--- src/rtl/vga_timing_gen_param_if.sv ---
// ---------------------------------------------------------------------------
// vga_timing_gen_param_if
//
// Bundles the video-side signals of vga_timing_gen_param so the generator,
// the frame-buffer read logic and the DAC/encoder wrapper can share a
// single connection.
//
//   master : the timing generator. Takes the pattern select and buffer
//            pixel in; drives request, syncs, DE, colour, coordinates and
//            the per-line / per-frame strobes.
//   slave  : the consumer side (buffer read logic and pin driver). Drives
//            pattern select and buffer pixel; sees everything else.
//
// Parameters must match the generator instance:
//   CW  bits per colour channel
//   HCW horizontal coordinate width
//   VCW vertical coordinate width
// ---------------------------------------------------------------------------
interface vga_timing_gen_param_if #(
   parameter int CW  = 8,
   parameter int HCW = 12,
   parameter int VCW = 11
);

   logic [1:0]      VGA_MODE;
   logic [3*CW-1:0] VGA_BUF_RGB;
   logic            VGA_REQ;
   logic            VGA_HSYNC;
   logic            VGA_VSYNC;
   logic            VGA_DE;
   logic [CW-1:0]   VGA_R;
   logic [CW-1:0]   VGA_G;
   logic [CW-1:0]   VGA_B;
   logic [HCW-1:0]  VGA_X;
   logic [VCW-1:0]  VGA_Y;
   logic            VGA_LINE_START;
   logic            VGA_FRAME_START;
   logic            VGA_SYNC_N;
   logic            VGA_BLANK_N;

   modport master (
      input  VGA_MODE,
      input  VGA_BUF_RGB,
      output VGA_REQ,
      output VGA_HSYNC,
      output VGA_VSYNC,
      output VGA_DE,
      output VGA_R,
      output VGA_G,
      output VGA_B,
      output VGA_X,
      output VGA_Y,
      output VGA_LINE_START,
      output VGA_FRAME_START,
      output VGA_SYNC_N,
      output VGA_BLANK_N
   );

   modport slave (
      output VGA_MODE,
      output VGA_BUF_RGB,
      input  VGA_REQ,
      input  VGA_HSYNC,
      input  VGA_VSYNC,
      input  VGA_DE,
      input  VGA_R,
      input  VGA_G,
      input  VGA_B,
      input  VGA_X,
      input  VGA_Y,
      input  VGA_LINE_START,
      input  VGA_FRAME_START,
      input  VGA_SYNC_N,
      input  VGA_BLANK_N
   );

endinterface

--- src/rtl/vga_timing_gen_param.sv ---
// ---------------------------------------------------------------------------
// vga_timing_gen_param
//
// Single-clock VGA/DVI raster timing generator. A horizontal counter h and
// a vertical counter v advance on the same VGA_CLK edge; every output is a
// register loaded from the decode of the previous cycle's counter state,
// so the whole output bundle has exactly one cycle of latency and stays
// mutually aligned.
//
// Ports
//   VGA_CLK          pixel clock
//   VGA_RST          asynchronous reset, active-high; forces every output
//                    to its idle value immediately
//   vga (master)     video bundle, see vga_timing_gen_param_if:
//     VGA_MODE        pattern select, sampled once per frame at h=0,v=0
//                     (0 buffer, 1 colour bars, 2 checker, 3 grey ramp)
//     VGA_BUF_RGB     buffer pixel {R,G,B}, valid LEAD-1 cycles after REQ
//     VGA_REQ         pixel fetch request, LEAD cycles ahead of DE
//     VGA_HSYNC/VSYNC sync outputs, active level H_POL / V_POL
//     VGA_DE          active video (VGA_BLANK_N mirrors it)
//     VGA_R/G/B       colour, 0 outside the active region
//     VGA_X/Y         active pixel coordinates, 0 outside the active region
//     VGA_LINE_START  one-cycle pulse with the output of h=0
//     VGA_FRAME_START one-cycle pulse with the output of h=0,v=0
//     VGA_SYNC_N      tied low
//
// Parameter constraints: H_ACT multiple of 8, 4 <= CW <= 10, HCW >= CW,
// VCW >= 4, 1 <= LEAD <= H_BP, HCW/VCW wide enough for H_TOTAL-1/V_TOTAL-1.
// ---------------------------------------------------------------------------
module vga_timing_gen_param #(
   parameter int H_SYNC = 136,
   parameter int H_BP   = 160,
   parameter int H_ACT  = 1024,
   parameter int H_FP   = 24,
   parameter int V_SYNC = 6,
   parameter int V_BP   = 29,
   parameter int V_ACT  = 768,
   parameter int V_FP   = 3,
   parameter int H_POL  = 0,
   parameter int V_POL  = 0,
   parameter int CW     = 8,
   parameter int LEAD   = 2,
   parameter int HCW    = 12,
   parameter int VCW    = 11
) (
   input  logic                   VGA_CLK,
   input  logic                   VGA_RST,
   vga_timing_gen_param_if.master vga
);

   typedef logic [HCW-1:0]  h_t;
   typedef logic [HCW:0]    hw_t;
   typedef logic [VCW-1:0]  v_t;
   typedef logic [3*CW-1:0] rgb_t;

   localparam int H_TOTAL = H_SYNC + H_BP + H_ACT + H_FP;
   localparam int V_TOTAL = V_SYNC + V_BP + V_ACT + V_FP;
   localparam int HA0     = H_SYNC + H_BP;
   localparam int VA0     = V_SYNC + V_BP;

   localparam h_t  H_LAST   = h_t'(H_TOTAL - 1);
   localparam h_t  H_SYNC_E = h_t'(H_SYNC);
   localparam h_t  HA0_E    = h_t'(HA0);
   localparam h_t  HA1_E    = h_t'(HA0 + H_ACT);
   localparam h_t  BAR_W    = h_t'(H_ACT / 8);

   // One bit wider than h so h+LEAD never wraps back into the line start.
   localparam hw_t HA0_W    = hw_t'(HA0);
   localparam hw_t HA1_W    = hw_t'(HA0 + H_ACT);
   localparam hw_t LEAD_W   = hw_t'(LEAD);

   localparam v_t  V_LAST   = v_t'(V_TOTAL - 1);
   localparam v_t  V_SYNC_E = v_t'(V_SYNC);
   localparam v_t  VA0_E    = v_t'(VA0);
   localparam v_t  VA1_E    = v_t'(VA0 + V_ACT);

   localparam logic HS_ON   = (H_POL != 0);
   localparam logic VS_ON   = (V_POL != 0);

   localparam logic [1:0] MODE_BUF   = 2'd0;
   localparam logic [1:0] MODE_BARS  = 2'd1;
   localparam logic [1:0] MODE_CHECK = 2'd2;
   localparam logic [1:0] MODE_GREY  = 2'd3;

   // Bar order white, yellow, cyan, green, magenta, red, blue, black:
   // R is lit for bars 0,1,4,5, G for 0..3, B for the even bars.
   function automatic rgb_t bar_rgb(input h_t x);
      logic [2:0] idx;
      idx = 3'(x / BAR_W);
      return {{CW{~idx[1]}}, {CW{~idx[2]}}, {CW{~idx[0]}}};
   endfunction

   function automatic rgb_t checker_rgb(input logic xb, input logic yb);
      return (xb ^ yb) ? {(3*CW){1'b1}} : '0;
   endfunction

   function automatic rgb_t grey_rgb(input logic [CW-1:0] g);
      return {g, g, g};
   endfunction

   h_t         h_p0;
   v_t         v_p0;
   logic [1:0] mode_p0;
   logic       frame_top_p0;
   logic       h_act_p0;
   logic       v_act_p0;
   logic       vld_p0;
   logic       req_p0;
   hw_t        h_lead_p0;
   h_t         x_p0;
   v_t         y_p0;
   rgb_t       rgb_p0;

   logic       hsync_p1;
   logic       vsync_p1;
   logic       vld_p1;
   logic       req_p1;
   rgb_t       rgb_p1;
   h_t         x_p1;
   v_t         y_p1;
   logic       line_p1;
   logic       frame_p1;

   // ---- stage p0: raster counters and per-frame mode latch ----
   always_ff @(posedge VGA_CLK or posedge VGA_RST) begin
      if (VGA_RST) begin
         h_p0 <= '0;
         v_p0 <= '0;
      end else if (h_p0 == H_LAST) begin
         h_p0 <= '0;
         if (v_p0 == V_LAST) begin
            v_p0 <= '0;
         end else begin
            v_p0 <= v_p0 + 1'b1;
         end
      end else begin
         h_p0 <= h_p0 + 1'b1;
      end
   end

   assign frame_top_p0 = (h_p0 == '0) && (v_p0 == '0);

   // The pattern select only moves at the top of the frame so a frame is
   // never split between two patterns.
   always_ff @(posedge VGA_CLK or posedge VGA_RST) begin
      if (VGA_RST) begin
         mode_p0 <= MODE_BUF;
      end else if (frame_top_p0) begin
         mode_p0 <= vga.VGA_MODE;
      end
   end

   assign h_act_p0  = (h_p0 >= HA0_E) && (h_p0 < HA1_E);
   assign v_act_p0  = (v_p0 >= VA0_E) && (v_p0 < VA1_E);
   assign vld_p0    = h_act_p0 && v_act_p0;

   // Request window is the active window shifted LEAD pixels earlier; it
   // never reaches past the end of the current line.
   assign h_lead_p0 = {1'b0, h_p0} + LEAD_W;
   assign req_p0    = (mode_p0 == MODE_BUF) && v_act_p0 &&
                      (h_lead_p0 >= HA0_W) && (h_lead_p0 < HA1_W);

   always_comb begin
      x_p0   = '0;
      y_p0   = '0;
      rgb_p0 = '0;
      if (vld_p0) begin
         x_p0 = h_p0 - HA0_E;
         y_p0 = v_p0 - VA0_E;
         case (mode_p0)
            MODE_BUF:   rgb_p0 = vga.VGA_BUF_RGB;
            MODE_BARS:  rgb_p0 = bar_rgb(x_p0);
            MODE_CHECK: rgb_p0 = checker_rgb(x_p0[3], y_p0[3]);
            default:    rgb_p0 = grey_rgb(x_p0[CW-1:0]);
         endcase
      end
   end

   // ---- stage p1: registered outputs ----
   always_ff @(posedge VGA_CLK or posedge VGA_RST) begin
      if (VGA_RST) begin
         hsync_p1 <= ~HS_ON;
         vsync_p1 <= ~VS_ON;
         vld_p1   <= 1'b0;
         req_p1   <= 1'b0;
         rgb_p1   <= '0;
         x_p1     <= '0;
         y_p1     <= '0;
         line_p1  <= 1'b0;
         frame_p1 <= 1'b0;
      end else begin
         hsync_p1 <= (h_p0 < H_SYNC_E) ? HS_ON : ~HS_ON;
         vsync_p1 <= (v_p0 < V_SYNC_E) ? VS_ON : ~VS_ON;
         vld_p1   <= vld_p0;
         req_p1   <= req_p0;
         rgb_p1   <= rgb_p0;
         x_p1     <= x_p0;
         y_p1     <= y_p0;
         line_p1  <= (h_p0 == '0);
         frame_p1 <= frame_top_p0;
      end
   end

   assign vga.VGA_HSYNC       = hsync_p1;
   assign vga.VGA_VSYNC       = vsync_p1;
   assign vga.VGA_DE          = vld_p1;
   assign vga.VGA_BLANK_N     = vld_p1;
   assign vga.VGA_REQ         = req_p1;
   assign vga.VGA_R           = rgb_p1[3*CW-1:2*CW];
   assign vga.VGA_G           = rgb_p1[2*CW-1:CW];
   assign vga.VGA_B           = rgb_p1[CW-1:0];
   assign vga.VGA_X           = x_p1;
   assign vga.VGA_Y           = y_p1;
   assign vga.VGA_LINE_START  = line_p1;
   assign vga.VGA_FRAME_START = frame_p1;
   assign vga.VGA_SYNC_N      = 1'b0;

endmodule

--- src/flat_wrapper.sv ---
// flat-port wrapper written by rule: the top's interface ports become plain ports
module vga_timing_gen_param_flat 
#(
   parameter int H_SYNC = 136,
   parameter int H_BP   = 160,
   parameter int H_ACT  = 1024,
   parameter int H_FP   = 24,
   parameter int V_SYNC = 6,
   parameter int V_BP   = 29,
   parameter int V_ACT  = 768,
   parameter int V_FP   = 3,
   parameter int H_POL  = 0,
   parameter int V_POL  = 0,
   parameter int CW     = 8,
   parameter int LEAD   = 2,
   parameter int HCW    = 12,
   parameter int VCW    = 11
)
  (VGA_CLK, VGA_RST, vga_VGA_MODE, vga_VGA_BUF_RGB, vga_VGA_REQ, vga_VGA_HSYNC, vga_VGA_VSYNC, vga_VGA_DE, vga_VGA_R, vga_VGA_G, vga_VGA_B, vga_VGA_X, vga_VGA_Y, vga_VGA_LINE_START, vga_VGA_FRAME_START, vga_VGA_SYNC_N, vga_VGA_BLANK_N);
  vga_timing_gen_param_if #(.CW(CW), .HCW(HCW), .VCW(VCW)) vga_i ();
  input  logic VGA_CLK;
  input  logic VGA_RST;
  input wire logic [$bits(vga_i.VGA_MODE)-1:0] vga_VGA_MODE;
  input wire logic [$bits(vga_i.VGA_BUF_RGB)-1:0] vga_VGA_BUF_RGB;
  output wire logic [$bits(vga_i.VGA_REQ)-1:0] vga_VGA_REQ;
  output wire logic [$bits(vga_i.VGA_HSYNC)-1:0] vga_VGA_HSYNC;
  output wire logic [$bits(vga_i.VGA_VSYNC)-1:0] vga_VGA_VSYNC;
  output wire logic [$bits(vga_i.VGA_DE)-1:0] vga_VGA_DE;
  output wire logic [$bits(vga_i.VGA_R)-1:0] vga_VGA_R;
  output wire logic [$bits(vga_i.VGA_G)-1:0] vga_VGA_G;
  output wire logic [$bits(vga_i.VGA_B)-1:0] vga_VGA_B;
  output wire logic [$bits(vga_i.VGA_X)-1:0] vga_VGA_X;
  output wire logic [$bits(vga_i.VGA_Y)-1:0] vga_VGA_Y;
  output wire logic [$bits(vga_i.VGA_LINE_START)-1:0] vga_VGA_LINE_START;
  output wire logic [$bits(vga_i.VGA_FRAME_START)-1:0] vga_VGA_FRAME_START;
  output wire logic [$bits(vga_i.VGA_SYNC_N)-1:0] vga_VGA_SYNC_N;
  output wire logic [$bits(vga_i.VGA_BLANK_N)-1:0] vga_VGA_BLANK_N;
  assign vga_i.VGA_MODE = vga_VGA_MODE;
  assign vga_i.VGA_BUF_RGB = vga_VGA_BUF_RGB;
  assign vga_VGA_REQ = vga_i.VGA_REQ;
  assign vga_VGA_HSYNC = vga_i.VGA_HSYNC;
  assign vga_VGA_VSYNC = vga_i.VGA_VSYNC;
  assign vga_VGA_DE = vga_i.VGA_DE;
  assign vga_VGA_R = vga_i.VGA_R;
  assign vga_VGA_G = vga_i.VGA_G;
  assign vga_VGA_B = vga_i.VGA_B;
  assign vga_VGA_X = vga_i.VGA_X;
  assign vga_VGA_Y = vga_i.VGA_Y;
  assign vga_VGA_LINE_START = vga_i.VGA_LINE_START;
  assign vga_VGA_FRAME_START = vga_i.VGA_FRAME_START;
  assign vga_VGA_SYNC_N = vga_i.VGA_SYNC_N;
  assign vga_VGA_BLANK_N = vga_i.VGA_BLANK_N;
  vga_timing_gen_param #(.H_SYNC(H_SYNC), .H_BP(H_BP), .H_ACT(H_ACT), .H_FP(H_FP), .V_SYNC(V_SYNC), .V_BP(V_BP), .V_ACT(V_ACT), .V_FP(V_FP), .H_POL(H_POL), .V_POL(V_POL), .CW(CW), .LEAD(LEAD), .HCW(HCW), .VCW(VCW)) u_core (.VGA_CLK(VGA_CLK), .VGA_RST(VGA_RST), .vga(vga_i));
endmodule
--- config.mk ---
export PLATFORM = sky130hd
export DESIGN_NAME = vga_timing_gen_param_flat
export DESIGN_NICKNAME = d
export VERILOG_FILES = /design/src/rtl/vga_timing_gen_param_if.sv /design/src/rtl/vga_timing_gen_param.sv /design/src/flat_wrapper.sv
export SDC_FILE = /design/constraint.sdc
export NUM_CORES = 1
export LEC_CHECK = 0
export CAP_MARGIN = 40
export CORE_ASPECT_RATIO = 1.2
export CORE_MARGIN = 1
export CORE_UTILIZATION = 51
export CTS_CLUSTER_SIZE = 14
export DETAILED_ROUTE_END_ITERATION = 7
export PLACE_DENSITY = 0.8
export REMOVE_ABC_BUFFERS = 1
export SLEW_MARGIN = 30
export SYNTH_ARGS = -nofsm -noshare
export SYNTH_HDL_FRONTEND = slang
export SYNTH_SLANG_ARGS = --single-unit
--- constraint.sdc ---
create_clock -name VGA_CLK -period 3.2 [get_ports VGA_CLK]
set_input_delay 0.64 -clock VGA_CLK [delete_from_list [all_inputs] [get_ports VGA_CLK]]
set_output_delay 0.64 -clock VGA_CLK [all_outputs]
set_load 0.03 [all_outputs]
==> results of run 1 <==
## cell type report
class	count	area (um2)	area share (%)
inverters	15	56.30	1.119
clock buffers	10	127.6	2.536
flip-flops and latches	78	1954	38.84
well taps	90	112.6	2.238
clock inverters	6	108.9	2.163
repair buffers	88	863.3	17.16
multi-input cells	276	1809	35.95
## power by group through the flow
stage	Combinational [mW]	Clock (mW)	Sequential, mW
2_1_floorplan	0.0460	0	1.01
3_3_place_gp	0.0987	0	1.01
3_5_place_dp	0.0991	0	1.01
4_1_cts	0.0999	0.891	0.992
5_1_grt	0.109	0.936	0.992
6_report	0.0987	0.874	0.992
## cell usage after synthesis (3+ instances only)
cell                       instances  share of area, %
sky130_fd_sc_hd__a211oi_1          6               1.1
sky130_fd_sc_hd__a211oi_2          5               1.6
sky130_fd_sc_hd__a21boi_0          3              0.57
sky130_fd_sc_hd__a21oi_1          24               3.0
sky130_fd_sc_hd__and2_1            4              0.63
sky130_fd_sc_hd__and3_1            6              0.95
sky130_fd_sc_hd__and4_1            6               1.3
sky130_fd_sc_hd__buf_2             6              0.76
sky130_fd_sc_hd__buf_4             3              0.57
sky130_fd_sc_hd__clkbuf_1         20               1.9
sky130_fd_sc_hd__dfrtp_1          76                48
sky130_fd_sc_hd__ha_1              8               2.5
sky130_fd_sc_hd__inv_1            14               1.3
sky130_fd_sc_hd__mux2_2            3              0.85
sky130_fd_sc_hd__mux2i_1           7               1.8
sky130_fd_sc_hd__nand2_1          28               2.6
sky130_fd_sc_hd__nand2b_1          3              0.47
sky130_fd_sc_hd__nand3_1          16               2.0
sky130_fd_sc_hd__nand4_1           4              0.63
sky130_fd_sc_hd__nor2_1           39               3.7
sky130_fd_sc_hd__nor2b_1           3              0.47
sky130_fd_sc_hd__nor3_1           11               1.4
sky130_fd_sc_hd__nor4_1            4              0.63
sky130_fd_sc_hd__o21a_1            6               1.1
sky130_fd_sc_hd__o21ai_0          21               2.6
sky130_fd_sc_hd__o21ai_1           3              0.38
sky130_fd_sc_hd__o221a_2           5               1.4
sky130_fd_sc_hd__o31ai_1           4              0.76
sky130_fd_sc_hd__or3_1             6              0.95
sky130_fd_sc_hd__xnor2_1          13               2.9
sky130_fd_sc_hd__xor2_1            8               1.8
## how the worst max path moves through the flow
stage	from	to	slack, ns	depth (start not counted)
finish	u_core.h_p0[3]	u_core.rgb_p1[1]	0.61	7
global route	u_core.v_p0[2]	u_core.rgb_p1[1]	0.39	6
CTS	u_core.h_p0[3]	u_core.rgb_p1[1]	0.61	7
detailed placement	u_core.h_p0[3]	u_core.rgb_p1[1]	0.62	7
global placement	u_core.h_p0[3]	u_core.rgb_p1[2]	0.72	7
floorplan	VGA_RST	u_core.h_p0[0]	0.57	1
## logic make-up after synthesis
logic type	synth area share, %
adders and majority gates	2.524
and+or+nand+nor	18.67
DFF	49.27
buffers and inverters	5.110
xor gates and xnor gates	5.205
muxes	2.618
AOI/OAI and AO/OA	16.50
other	0.09455
## flip-flops by register name (all words and copies together) (netlist names)
| signal | cells |
|---|---|
| u_core.vga.VGA_FRAME_START | 1 |
| u_core.v_p0 | 11 |
| u_core.vga.VGA_Y | 11 |
| u_core.mode_p0 | 2 |
| u_core.vga.VGA_BLANK_N | 1 |
| u_core.vga.VGA_LINE_START | 1 |
| u_core.vga.VGA_REQ | 1 |
| u_core.h_p0 | 12 |
| u_core.vga.VGA_VSYNC | 1 |
| u_core.vga.VGA_HSYNC | 1 |
| u_core.rgb_p1 | 24 |
| u_core.vga.VGA_X | 12 |
## stage by stage
step                instances  setup slack, ns
floorplan                 369           0.5683
global placement          547           0.7244
detailed placement        547           0.6239
CTS                       563           0.6087
global route              563           0.3928
finish                    563           0.6055
## worst max-delay path, cell delays in order, from the launching register on
cell,delay [ns]
sky130_fd_sc_hd__dfrtp_1,0.61
sky130_fd_sc_hd__ha_1,0.21
sky130_fd_sc_hd__or4bb_1,0.46
sky130_fd_sc_hd__nor3_1,0.17
sky130_fd_sc_hd__or4_1,0.20
sky130_fd_sc_hd__nand4b_4,0.28
sky130_fd_sc_hd__buf_4,0.32
sky130_fd_sc_hd__a211oi_1,0.24
## cell usage in the layout (no fill, tap or decap), types with 11 or more instances in the layout
master,n
sky130_fd_sc_hd__nand3_1,16
sky130_fd_sc_hd__dfrtp_1,76
sky130_fd_sc_hd__nor3_1,11
sky130_fd_sc_hd__nand2_1,28
sky130_fd_sc_hd__inv_1,13
sky130_fd_sc_hd__a21oi_1,24
sky130_fd_sc_hd__o21ai_0,21
sky130_fd_sc_hd__nor2_1,39
sky130_fd_sc_hd__xnor2_1,13
sky130_fd_sc_hd__clkdlybuf4s50_1,81
## layer usage
metal	wire length [um]	global-route usage, %
met1	3848	30.09
met2	4765	41.89
met3	551	4.537
met4	174	9.549
met5	0	0
==> impl_metrics.sql, run 1 <==
INSERT INTO impl_metrics (metric_group, metric, value, unit) VALUES
('hold_path', 'hold_end', 'u_core.h_p0[0]', ''),
('power', 'switching_share', '21.15', '%'),
('place', 'io_buffer_count', '81', ''),
('setup_path', 'critical_path_required', '3.45', 'ns'),
('place', 'detailedPlacementHpwl', '6830', 'um'),
('hold_path', 'class_of_the_worst_hold_path', 'flip-flop to flip-flop', ''),
('setup_path', 'cp_max_fo', '19', ''),
('setup_path', 'timing.rr.end', 'u_core.rgb_p1[1]', ''),
('yosys', 'synth_seq_area_share', '49.27', '%'),
('clocking', 'h-tree-depth', '3', ''),
('power', 'post-layout-total-power', '1.965', 'mW'),
('timing', 'rsz0062_at_grt', 'false', ''),
('final_layout', 'net_count_of_the_finished_layout', '504', ''),
('timing', 'finalClockSkew', '0.009889', 'ns'),
('global_route', 'gr-total-overflow', '0', ''),
('power', 'power.net_switching', '415.5', 'uW'),
('clocking', 'tritoncts_buffer_count', '9', ''),
('routing', 'detail_route.wl_per_cell', '16.59', 'um'),
('die', 'core_area', '7402', 'um2'),
('yosys', 'postSynthCellCount', '401', ''),
('timing', 'worst_slew_pin_slew', '0.7082', 'ns'),
('routing', 'first_pass_iters', '4', ''),
('timing', 'setup-tns-final', '0', 'ns'),
('clocking', 'clock_tree.buffer_depth', '2', ''),
('place', 'globalplace.congestion', '0.8488', ''),
('run_status', 'run_status', 'complete, no violations', ''),
('setup_path', 'critical_path_class', 'flip-flop to flip-flop', ''),
('global_route', 'track_usage', '24.51', '%'),
('clocking', 'post-cts-setup-buffer-count', '0', ''),
('setup_path', 'worst_r2r_startpoint', 'u_core.h_p0[3]', ''),
('die', 'die_y', '98.61', 'um'),
('timing', 'hold_violations', '0', ''),
('run', 'cap_violations', '0', ''),
('final_layout', 'antenna-diode-count', '0', ''),
('yosys', 'distinct_cells_synth', '58', ''),
('power', 'p_per_area', '390.4', 'nW/um2'),
('clocking', 'sink_count', '78', ''),
('timing', 'fmax', '385.4', 'MHz'),
('hold_path', 'hold_depth', '1', ''),
('clocking', 'cts-resized-gates', '0', ''),
('clocking', 'cts_tree', 'done', ''),
('yosys', 'synth_top_flop_cell', 'sky130_fd_sc_hd__dfrtp_1', ''),
('routing', 'initial_drc_count', '120', ''),
('setup_path', 'worst-r2r-cell-count', '7', ''),
('setup_path', 'timing.critical_path.to_type', 'flip-flop', ''),
('die', 'die_area', '8135', 'um2'),
('clocking', 'worst_skew_pair.late_latency', '0.36', 'ns'),
('place', 'dpl_cell_area', '4796', 'um2'),
('timing', 'remaining_max_slew_budget_at_the_tightest_pin', '52.56', '%'),
('yosys', 'mean_syn_cell_area', '9.891', 'um2'),
('yosys', 'synthesis.yosys.warnings', '0', ''),
('routing', 'vias', '3220', ''),
('setup_path', 'critPathLaunchType', 'flip-flop', ''),
('die', 'starting_utilization_of_the_core_area', '53.58', '%'),
('yosys', 'synth.cell_area', '3966', 'um2'),
('routing', 'wirelength', '9340', 'um'),
('final_layout', 'finalCoreUtilization', '67.99', '%'),
('global_route', 'grt_antenna_before_repair', '0', ''),
('clocking', 'cts_hold_bufs', '0', ''),
('timing', 'hold_ws', '0.5598', 'ns'),
('global_route', 'grt_pass1_vias', '3073', ''),
('routing', 'drc', '0', ''),
('power', 'sequential_cell_fraction_of_total_power', '50.5', '%'),
('die', 'rows', '34', ''),
('final_layout', 'share_of_cells_above_drive_strength_1', '9.937', '%'),
('global_route', 'grt_max_degree', '31', ''),
('clocking', 'clk_pin_slew', '0.08', 'ns'),
('yosys', 'synthesized_flop_and_latch_total', '78', ''),
('die', 'die_w', '82.51', 'um'),
('power', 'total_leakage_power', '2.212', 'nW'),
('yosys', 'synth-edff-count', '0', '');
No activity file was read; power rests on OpenSTA's default activity.
==> inputs of run 2 (changes only) <==
==> constraint.sdc (replaced) <==
create_clock -name VGA_CLK -period 2.7 [get_ports VGA_CLK]
set_input_delay 0.54 -clock VGA_CLK [delete_from_list [all_inputs] [get_ports VGA_CLK]]
set_output_delay 0.54 -clock VGA_CLK [all_outputs]
set_load 0.03 [all_outputs]
==> run 2 against run 1 <==
Routed wire length grew 0.96%; count of clock-buffer cells in the layout shrank 1; final area grew 0.47%; non-clock buffer count grew 7; worst hold slack lost 0.068 ns; cell count grew 1.2%; first-iteration DRC count grew 72%; total power grew 7.1%; clock power shrank 7.6%; largest power group unchanged.
==> impl_metrics.sql, run 2 (synthesis gave the netlist of run 1 again) <==
INSERT INTO impl_metrics (metric_group, metric, value, unit) VALUES
('run_status', 'run_status', 'complete, no violations', ''),
('global_route', 'track_usage', '25.38', '%'),
('setup_path', 'logic_depth_of_the_worst_path_buffers_included', '7', ''),
('place', 'globalplace.congestion', '0.8421', ''),
('routing', 'drc', '0', ''),
('setup_path', 'critical_path_required', '2.96', 'ns'),
('setup_path', 'crit_slowest_cell', 'sky130_fd_sc_hd__dfrtp_1', ''),
('setup_path', 'critical_path_start', 'u_core.h_p0[3]', ''),
('final_layout', 'final_common_cell', 'sky130_fd_sc_hd__clkdlybuf4s50_1', ''),
('place', 'io_buffer_count', '81', ''),
('timing', 'hold_ws', '0.4919', 'ns'),
('final_layout', 'antenna-diode-count', '0', ''),
('setup_path', 'crit_end', 'u_core.rgb_p1[2]', ''),
('routing', 'final_antenna_net_count', '0', ''),
('setup_path', 'critPathLaunchType', 'flip-flop', ''),
('routing', 'route.detailed.vias_per_inst', '5.761', ''),
('setup_path', 'critPathBufInv', '1', ''),
('power', 'max-vdd-ir-drop', '0.2665', 'mV'),
('final_layout', 'net_count_of_the_finished_layout', '511', ''),
('final_layout', 'finalCoreUtilization', '68.31', '%'),
('timing', 'rsz0062_at_grt', 'false', ''),
('timing', 'worst_slew_pin_slew', '0.7107', 'ns'),
('power', 'p_per_area', '416.2', 'nW/um2'),
('routing', 'wirelength', '9430', 'um'),
('global_route', 'grt_pass1_vias', '3147', ''),
('clocking', 'sink_count', '78', ''),
('setup_path', 'cells_along_the_critical_path', 'ha_1 -> or4bb_1 -> nor3_1 -> or4_1 -> nand4b_4 -> buf_12 -> a211oi_1', ''),
('timing', 'hold_violations', '0', ''),
('timing', 'drv_slew', '0', ''),
('clocking', 'ctsRootBufferMaster', 'sky130_fd_sc_hd__clkbuf_8', ''),
('setup_path', 'timing.rr.end', 'u_core.rgb_p1[2]', ''),
('die', 'rows', '34', ''),
('final_layout', 'mostFrequentLayoutCells', '81 x sky130_fd_sc_hd__clkdlybuf4s50_1, 76 x sky130_fd_sc_hd__dfrtp_1, 39 x sky130_fd_sc_hd__nor2_1', ''),
('place', 'placed_cells', '554', ''),
('die', 'die_w', '82.51', 'um'),
('final_layout', 'regMostFlops', 'u_core.rgb_p1', ''),
('setup_path', 'critical_path_class', 'flip-flop to flip-flop', ''),
('global_route', 'grt_antenna_before_repair', '0', ''),
('routing', 'first_pass_iters', '5', ''),
('timing', 'postLayoutSetupSlackWorst', '0.2564', 'ns'),
('setup_path', 'worst_r2r_startpoint', 'u_core.h_p0[3]', ''),
('global_route', 'global_route_wire_length_before_repair', '15280', 'um'),
('timing', 'fin_crit_sh', '90.50', '%'),
('run', 'cap_violations', '0', ''),
('setup_path', 'critPathTopFamily', 'simple AND/OR/NAND/NOR gates', ''),
('timing', 'fmax', '409.2', 'MHz'),
('clocking', 'cts_tree', 'done', ''),
('place', 'dpl_cell_area', '4873', 'um2'),
('hold_path', 'class_of_the_worst_hold_path', 'input port to asynchronous set/reset pin', ''),
('clocking', 'clk_pin_slew', '0.09', 'ns'),
('routing', 'detail_route.wl_per_cell', '16.54', 'um'),
('global_route', 'gr-total-overflow', '0', ''),
('global_route', 'grt_max_degree', '60', ''),
('final_layout', 'layout.cell_area.non_filler', '5056', 'um2'),
('final_layout', 'signed_area_change_from_the_synthesized_netlist_to_the_final_layout', '27.48', '%'),
('final_layout', 'final_cells', '570', ''),
('clocking', 'tritoncts_buffer_count', '9', ''),
('timing', 'setup_viol_count_final', '0', ''),
('timing', 'remaining_max_slew_budget_at_the_tightest_pin', '52.40', '%'),
('die', 'core_area', '7402', 'um2'),
('clocking', 'clock_tree.buffer_depth', '2', ''),
('setup_path', 'cp_max_fo', '28', ''),
('timing', 'post-route-min-period', '2.444', 'ns'),
('setup_path', 'worst-r2r-cell-count', '7', ''),
('power', 'post-layout-total-power', '2.104', 'mW'),
('routing', 'vias', '3284', ''),
('final_layout', 'largest_register_ffs', '24', ''),
('final_layout', 'share_of_cells_above_drive_strength_1', '11.46', '%'),
('place', 'detailedPlacementHpwl', '6949', 'um'),
('clocking', 'cts_hold_bufs', '0', ''),
('setup_path', 'cpPeakStageDelay', '0.57', 'ns'),
('timing', 'finalClockSkew', '0.009727', 'ns'),
('die', 'die_area', '8135', 'um2'),
('setup_path', 'timing.critical_path.to_type', 'flip-flop', ''),
('setup_path', 'ff2ff_setup_slack', '0.26', 'ns'),
('clocking', 'post-cts-setup-buffer-count', '0', ''),
('clocking', 'h-tree-depth', '3', ''),
('die', 'starting_utilization_of_the_core_area', '53.58', '%'),
('clocking', 'worst_skew_pair.late_latency', '0.36', 'ns'),
('clocking', 'cts-resized-gates', '0', ''),
('die', 'ios', '83', ''),
('power', 'total_leakage_power', '2.231', 'nW'),
('place', 'dpl_worst_slack', '0.3301', 'ns'),
('timing', 'setup-tns-final', '0', 'ns'),
('die', 'die_y', '98.61', 'um'),
('setup_path', 'critPathArrivalTime', '2.71', 'ns'),
('routing', 'initial_drc_count', '206', '');
[run 2: worst min path at each step]
stage | start | to | slack [ns] | cells past startpoint
3_3_place_gp | u_core.h_p0[0] | u_core.h_p0[0] | 0.53 | 1
3_5_place_dp | u_core.h_p0[0] | u_core.h_p0[0] | 0.54 | 1
2_1_floorplan | u_core.h_p0[0] | u_core.h_p0[0] | 0.49 | 1
5_1_grt | VGA_RST | u_core.vga.VGA_FRAME_START | 0.52 | 2
6_report | VGA_RST | u_core.vga.VGA_FRAME_START | 0.49 | 2
4_1_cts | VGA_RST | u_core.vga.VGA_FRAME_START | 0.50 | 2
[run 2: layout make-up]
class | instances | area, um2
clock buffers | 9 | 123.9
clock inverters | 7 | 58.81
fillers | 555 | 2346
inverters | 15 | 56.30
multi-input cells | 276 | 1809
flip-flops and latches | 78 | 1954
well taps | 90 | 112.6
repair buffers | 95 | 940.9
[run 2: metal layers]
layer,vias up,global-route usage (%),routed length [um]
li1,1557,-,-
met1,1575,31.23,3898
met2,137,43.29,4748
met3,15,5.093,589
met4,0,9.416,194
met5,-,0,0
[run 2: worst register-to-register path: stages (launching register included)]
cell and delay (ns):
sky130_fd_sc_hd__dfrtp_1 0.57, sky130_fd_sc_hd__ha_1 0.21, sky130_fd_sc_hd__or4bb_1 0.47, sky130_fd_sc_hd__nor3_1 0.20, sky130_fd_sc_hd__or4_1 0.21, sky130_fd_sc_hd__nand4b_4 0.19
sky130_fd_sc_hd__buf_12 0.23, sky130_fd_sc_hd__a211oi_1 0.26
[run 2: power by group]
part	switching, mW	internal (mW)
Clock	0.463	0.346
Combinational	0.0652	0.0550
Sequential	0.00712	1.17
==> RTL change 1: new RTL, config.mk and constraints of run 1 <==
`H_POL` is set to 0 in 2 places; all go to 1.
--- a/src/rtl/vga_timing_gen_param.sv
+++ b/src/rtl/vga_timing_gen_param.sv
@@ -36,7 +36,7 @@
    parameter int V_BP   = 29,
    parameter int V_ACT  = 768,
    parameter int V_FP   = 3,
-   parameter int H_POL  = 0,
+   parameter int H_POL  = 1,
    parameter int V_POL  = 0,
    parameter int CW     = 8,
    parameter int LEAD   = 2,
--- a/src/flat_wrapper.sv
+++ b/src/flat_wrapper.sv
@@ -9,7 +9,7 @@
    parameter int V_BP   = 29,
    parameter int V_ACT  = 768,
    parameter int V_FP   = 3,
-   parameter int H_POL  = 0,
+   parameter int H_POL  = 1,
    parameter int V_POL  = 0,
    parameter int CW     = 8,
    parameter int LEAD   = 2,
Function: changed (Yosys sat finds a counterexample within 4 cycles, from zero or initial values and one cycle with VGA_RST high).
==> RTL change 1 against run 1 <==
- synthesized area down 1.0%
- setup slack worse by 0.20 ns
- clock skew up 0.00076 ns
- maximum frequency down 7.2%
- sequential cell count unchanged
- final cell count up 1.2%
- total power down 12%
- cell area down 1.1%
- clock power down 27%
- combinational power up 12%
- utilization down 0.34 points
- non-clock buffer count up 3
- sequential share of layout area up 0.39 points
- wire length up 0.81%
- largest cell class unchanged
==> RTL change 1: results <==
export IMPL_status="completed"
export IMPL_cts_setup_buffers=0
export IMPL_io_buffer_count=81
export IMPL_hold_violations=0
export IMPL_reg2reg_depth=8
export IMPL_ir_worst_vdd_mv=0.183
export IMPL_finalWeightedCongestion=0.960
export IMPL_dp_slack_ns=0.453
export IMPL_finalWirelength_um=9420
export IMPL_nets=511
export IMPL_yosys_top_cells_area="dfrtp_1 (49%), xnor2_1 (4.0%), a21oi_1 (3.6%)"
export IMPL_worst_pin_slew_ns=0.604
export IMPL_vias_per_cell=5.72
export IMPL_largest_reg_flops=24
export IMPL_yosys_warnings=0
export IMPL_grt_pass1_vias=3140
export IMPL_p_leak_nw=2.17
export IMPL_crit_path_max_fanout=33
export IMPL_numCtsBuffers=9
export IMPL_arrival_ns=3.03
export IMPL_grt_max_degree=35
export IMPL_grt_usage=0.248
export IMPL_h_tree_depth=3
export IMPL_dpl_hpwl_um=6810
export IMPL_grt_first_pass_wirelength_um=15100
export IMPL_layout_drive_gt1_share=0.0958
export IMPL_async_reset_ff_frac=1.00
export IMPL_seq_area_frac_synth=0.498
export IMPL_netlist_top_cells_count="dfrtp_1 (77), nor2_1 (37), nand2_1 (34)"
export IMPL_clock_skew_ns=0.0107
export IMPL_ctsResizeCount=0
export IMPL_drt_initial_drc_count=178
export IMPL_clk_latency_ns=0.35
export IMPL_nFillCells=574
export IMPL_cts_clk_slew_worst_paths_ns=0.07
export IMPL_min_path_cells=1
export IMPL_drtPass1Iterations=4
[RTL change 1: changes by cell type in the layout (fill, tap and decap cells not counted), moves of 4 or more]
cell / change
xnor2_1: +5
or2_2: +6
nand2_1: +6
o31a_1: +5
o211ai_1: +5
and3_1: -5
o221a_2: -5
nor3_1: +4
a21oi_1: +4
xor2_1: +4
a211oi_2: -5
o21a_1: -4
mux2i_1: -6
[RTL change 1: kinds of logic after synthesis]
kind of cell	synth area share
compound gates	0.143
xor+xnor	0.0669
fa+ha+maj	0.0255
buf+inv	0.0523
flops	0.498
mux	0.00829
other cells	0.000955
simple gates	0.205
[RTL change 1: final timing paths]
check,from,end,slack (ns)
max,u_core.v_p0[0],u_core.vga.VGA_Y[1],0.40
min,u_core.h_p0[0],u_core.h_p0[0],0.55
max reg2reg,u_core.v_p0[0],u_core.vga.VGA_Y[1],0.40
min reg2reg,u_core.h_p0[0],u_core.h_p0[0],0.55
max in group asynchronous,VGA_RST,u_core.h_p0[10],1.95
min in group asynchronous,VGA_RST,u_core.vga.VGA_X[2],0.62
[RTL change 1: per-stage QoR]
stage	util	power (mW)	instance area [um2]	hold WS [ns]	std cells
after floorplan	-	1.06	3770	0.493	373
after global placement	0.648	1.11	4770	0.529	552
after detailed placement	0.652	1.12	4800	0.543	553
after CTS	0.674	1.75	4960	0.553	569
after global routing	0.676	1.81	4980	0.591	570
final	0.676	1.74	4980	0.548	570
[RTL change 1: critical path, stage by stage (launching register included)]
cell and delay [ns]:
dfrtp_1 0.50, ha_1 0.37, or4_1 0.50, nor3_1 0.16
a311oi_1 0.08, nand4b_1 0.37, buf_4 0.41, inv_2 0.12
and2_1 0.17
[RTL change 1: final cells by class]
type                            instances  area share
Timing Repair Buffer                   91       0.186
Clock buffer                           12      0.0292
Clock inverter                          4     0.00452
Inverter                               14      0.0106
Tap cell                               90      0.0226
Sequential cell                        78       0.392
Multi-Input combinational cell        281       0.355
[RTL change 1: routing by layer]
metal | vias up | track usage | part of all wire
met2 | 134 | 0.406 | 0.50
met4 | 0 | 0.0810 | 0.014
met5 | - | 0 | 0
li1 | 1542 | - | -
met1 | 1572 | 0.324 | 0.42
met3 | 10 | 0.0523 | 0.067
[RTL change 1: power by group]
part	internal (mW)	switching, mW
Sequential	0.986	0.00448
Clock	0.299	0.335
Combinational	0.0535	0.0577
==> RTL change 2: new RTL, config.mk and constraints of run 1 <==
Made on the original files. Reset style: synchronous (`VGA_RST`), changed in 3 clocked blocks. Comments in the files are not updated.
--- a/src/rtl/vga_timing_gen_param.sv
+++ b/src/rtl/vga_timing_gen_param.sv
@@ -122,7 +122,7 @@
    logic       frame_p1;
 
    // ---- stage p0: raster counters and per-frame mode latch ----
-   always_ff @(posedge VGA_CLK or posedge VGA_RST) begin
+   always_ff @(posedge VGA_CLK) begin
       if (VGA_RST) begin
          h_p0 <= '0;
          v_p0 <= '0;
@@ -142,7 +142,7 @@
 
    // The pattern select only moves at the top of the frame so a frame is
    // never split between two patterns.
-   always_ff @(posedge VGA_CLK or posedge VGA_RST) begin
+   always_ff @(posedge VGA_CLK) begin
       if (VGA_RST) begin
          mode_p0 <= MODE_BUF;
       end else if (frame_top_p0) begin
@@ -177,7 +177,7 @@
    end
 
    // ---- stage p1: registered outputs ----
-   always_ff @(posedge VGA_CLK or posedge VGA_RST) begin
+   always_ff @(posedge VGA_CLK) begin
       if (VGA_RST) begin
          hsync_p1 <= ~HS_ON;
          vsync_p1 <= ~VS_ON;
Function: differs if VGA_RST is asserted again (counterexample within 4 cycles, from zero or initial values and one cycle with VGA_RST high); with VGA_RST held inactive, the same outputs for 10 cycles.
==> RTL change 2 against run 1 <==
- non-clock buffer count fell by 2
- critical path depth up 1
- sequential cell count unchanged
- synthesized cell count grew 8.2%
- setup slack better by 0.16 ns
- synthesized area is 7.9% lower
- clock power fell by 23%
- maximum frequency grew 6.4%
- wire length down 4.8%
- total power is 5.1% lower
- utilization fell by 1.5 points
- cell area down 8.9%
- count of clock-buffer cells in the layout fell by 1
==> RTL change 2: results <==
export IMPL_netlist_top_cells_count="nor2_1 (93), dfxtp_1 (78), nand2_1 (29)"
export IMPL_clock_skew_ns=0.0107
export IMPL_nFlopsAndLatches=78
export IMPL_placed_cells=575
export IMPL_nets=537
export IMPL_switching_power_uw=502
export IMPL_startpoint="u_core.h_p0[3]"
export IMPL_multi_input_area_share=0.401
export IMPL_max_slew_margin=0.590
export IMPL_hold_path_class="reg2reg"
export IMPL_combPwrFrac=0.104
export IMPL_layout_cells_non_filler=591
export IMPL_whs_endpoint="u_core.vga.VGA_Y[0]"
export IMPL_grt_max_degree=39
export IMPL_avgSynthCellArea_um2=8.42
export IMPL_ff2ff_setup_slack_ns=0.76
export IMPL_grt_pass1_vias=3121
export IMPL_buffer_area_frac=0.185
export IMPL_power_mw=1.86
export IMPL_drt_initial_drc_count=147
export IMPL_largest_reg_flops=24
export IMPL_vias_per_cell=5.46
export IMPL_clkCellAreaFrac=0.0393
export IMPL_nFillCells=564
export IMPL_arrival_ns=2.70
export IMPL_multi_input_gates=312
export IMPL_crit_path_max_fanout=14
export IMPL_async_reset_ff_frac=0
export IMPL_yosys_top_cells_area="dfxtp_1 (43%), nor2_1 (9.6%), xnor2_1 (6.2%)"
export IMPL_worstHoldStart="u_core.v_p0[0]"
export IMPL_dp_slack_ns=0.657
export IMPL_post_route_period_util=0.762
export IMPL_holdWs_ns=0.550
export IMPL_dpl_hpwl_um=6420
export IMPL_multi_input_area_um2=1840
export IMPL_ys_types=53
export IMPL_grt_first_pass_wirelength_um=14700
export IMPL_status="completed"
export IMPL_p_seq_frac=0.534
export IMPL_slowest_stage="dfxtp_1"
export IMPL_timing_rr_end="u_core.rgb_p1[11]"
export IMPL_seq_area_frac_synth=0.428
export IMPL_ir_worst_vdd_mv=0.300
export IMPL_drtPass1Iterations=4
export IMPL_place_area_um2=4400
export IMPL_nNonClkInverters=12
export IMPL_layout_drive_gt1_share=0.0615
export IMPL_grt_usage=0.252
export IMPL_finalWeightedCongestion=0.881
export IMPL_n_all_buffers=86
export IMPL_p_leak_nw=1.73
export IMPL_tns_ns=0
export IMPL_syn_inst=434
export IMPL_regArea_um2=1560
export IMPL_finalWirelength_um=8890
RTL change 2: changes by cell type after synthesis, sizes merged, moves of 6 or more:
cell	delta
dfxtp	+78
a211oi	-11
dfrtp	-76
xnor2	+13
a21oi	-9
nor2	+55
o32a	+8
nand4	+6
o21ai	-12
RTL change 2: kinds of logic after synthesis:
| group | Yosys count | share of synthesized area |
|---|---|---|
| and+or+nand+nor | 207 | 0.274 |
| DFF | 78 | 0.428 |
| AOI/OAI and AO/OA | 54 | 0.0976 |
| buffers and inverters | 44 | 0.0689 |
| xor gates and xnor gates | 38 | 0.0911 |
| adders and majority gates | 10 | 0.0343 |
| muxes | 2 | 0.00548 |
| other | 1 | 0.00103 |
RTL change 2: layer usage:
metal	track usage	up-vias	wire, um
met1	0.301	1518	3700
li1	-	1586	-
met4	0.0939	0	141
met5	0	-	0
met3	0.0570	14	511
met2	0.438	110	4540
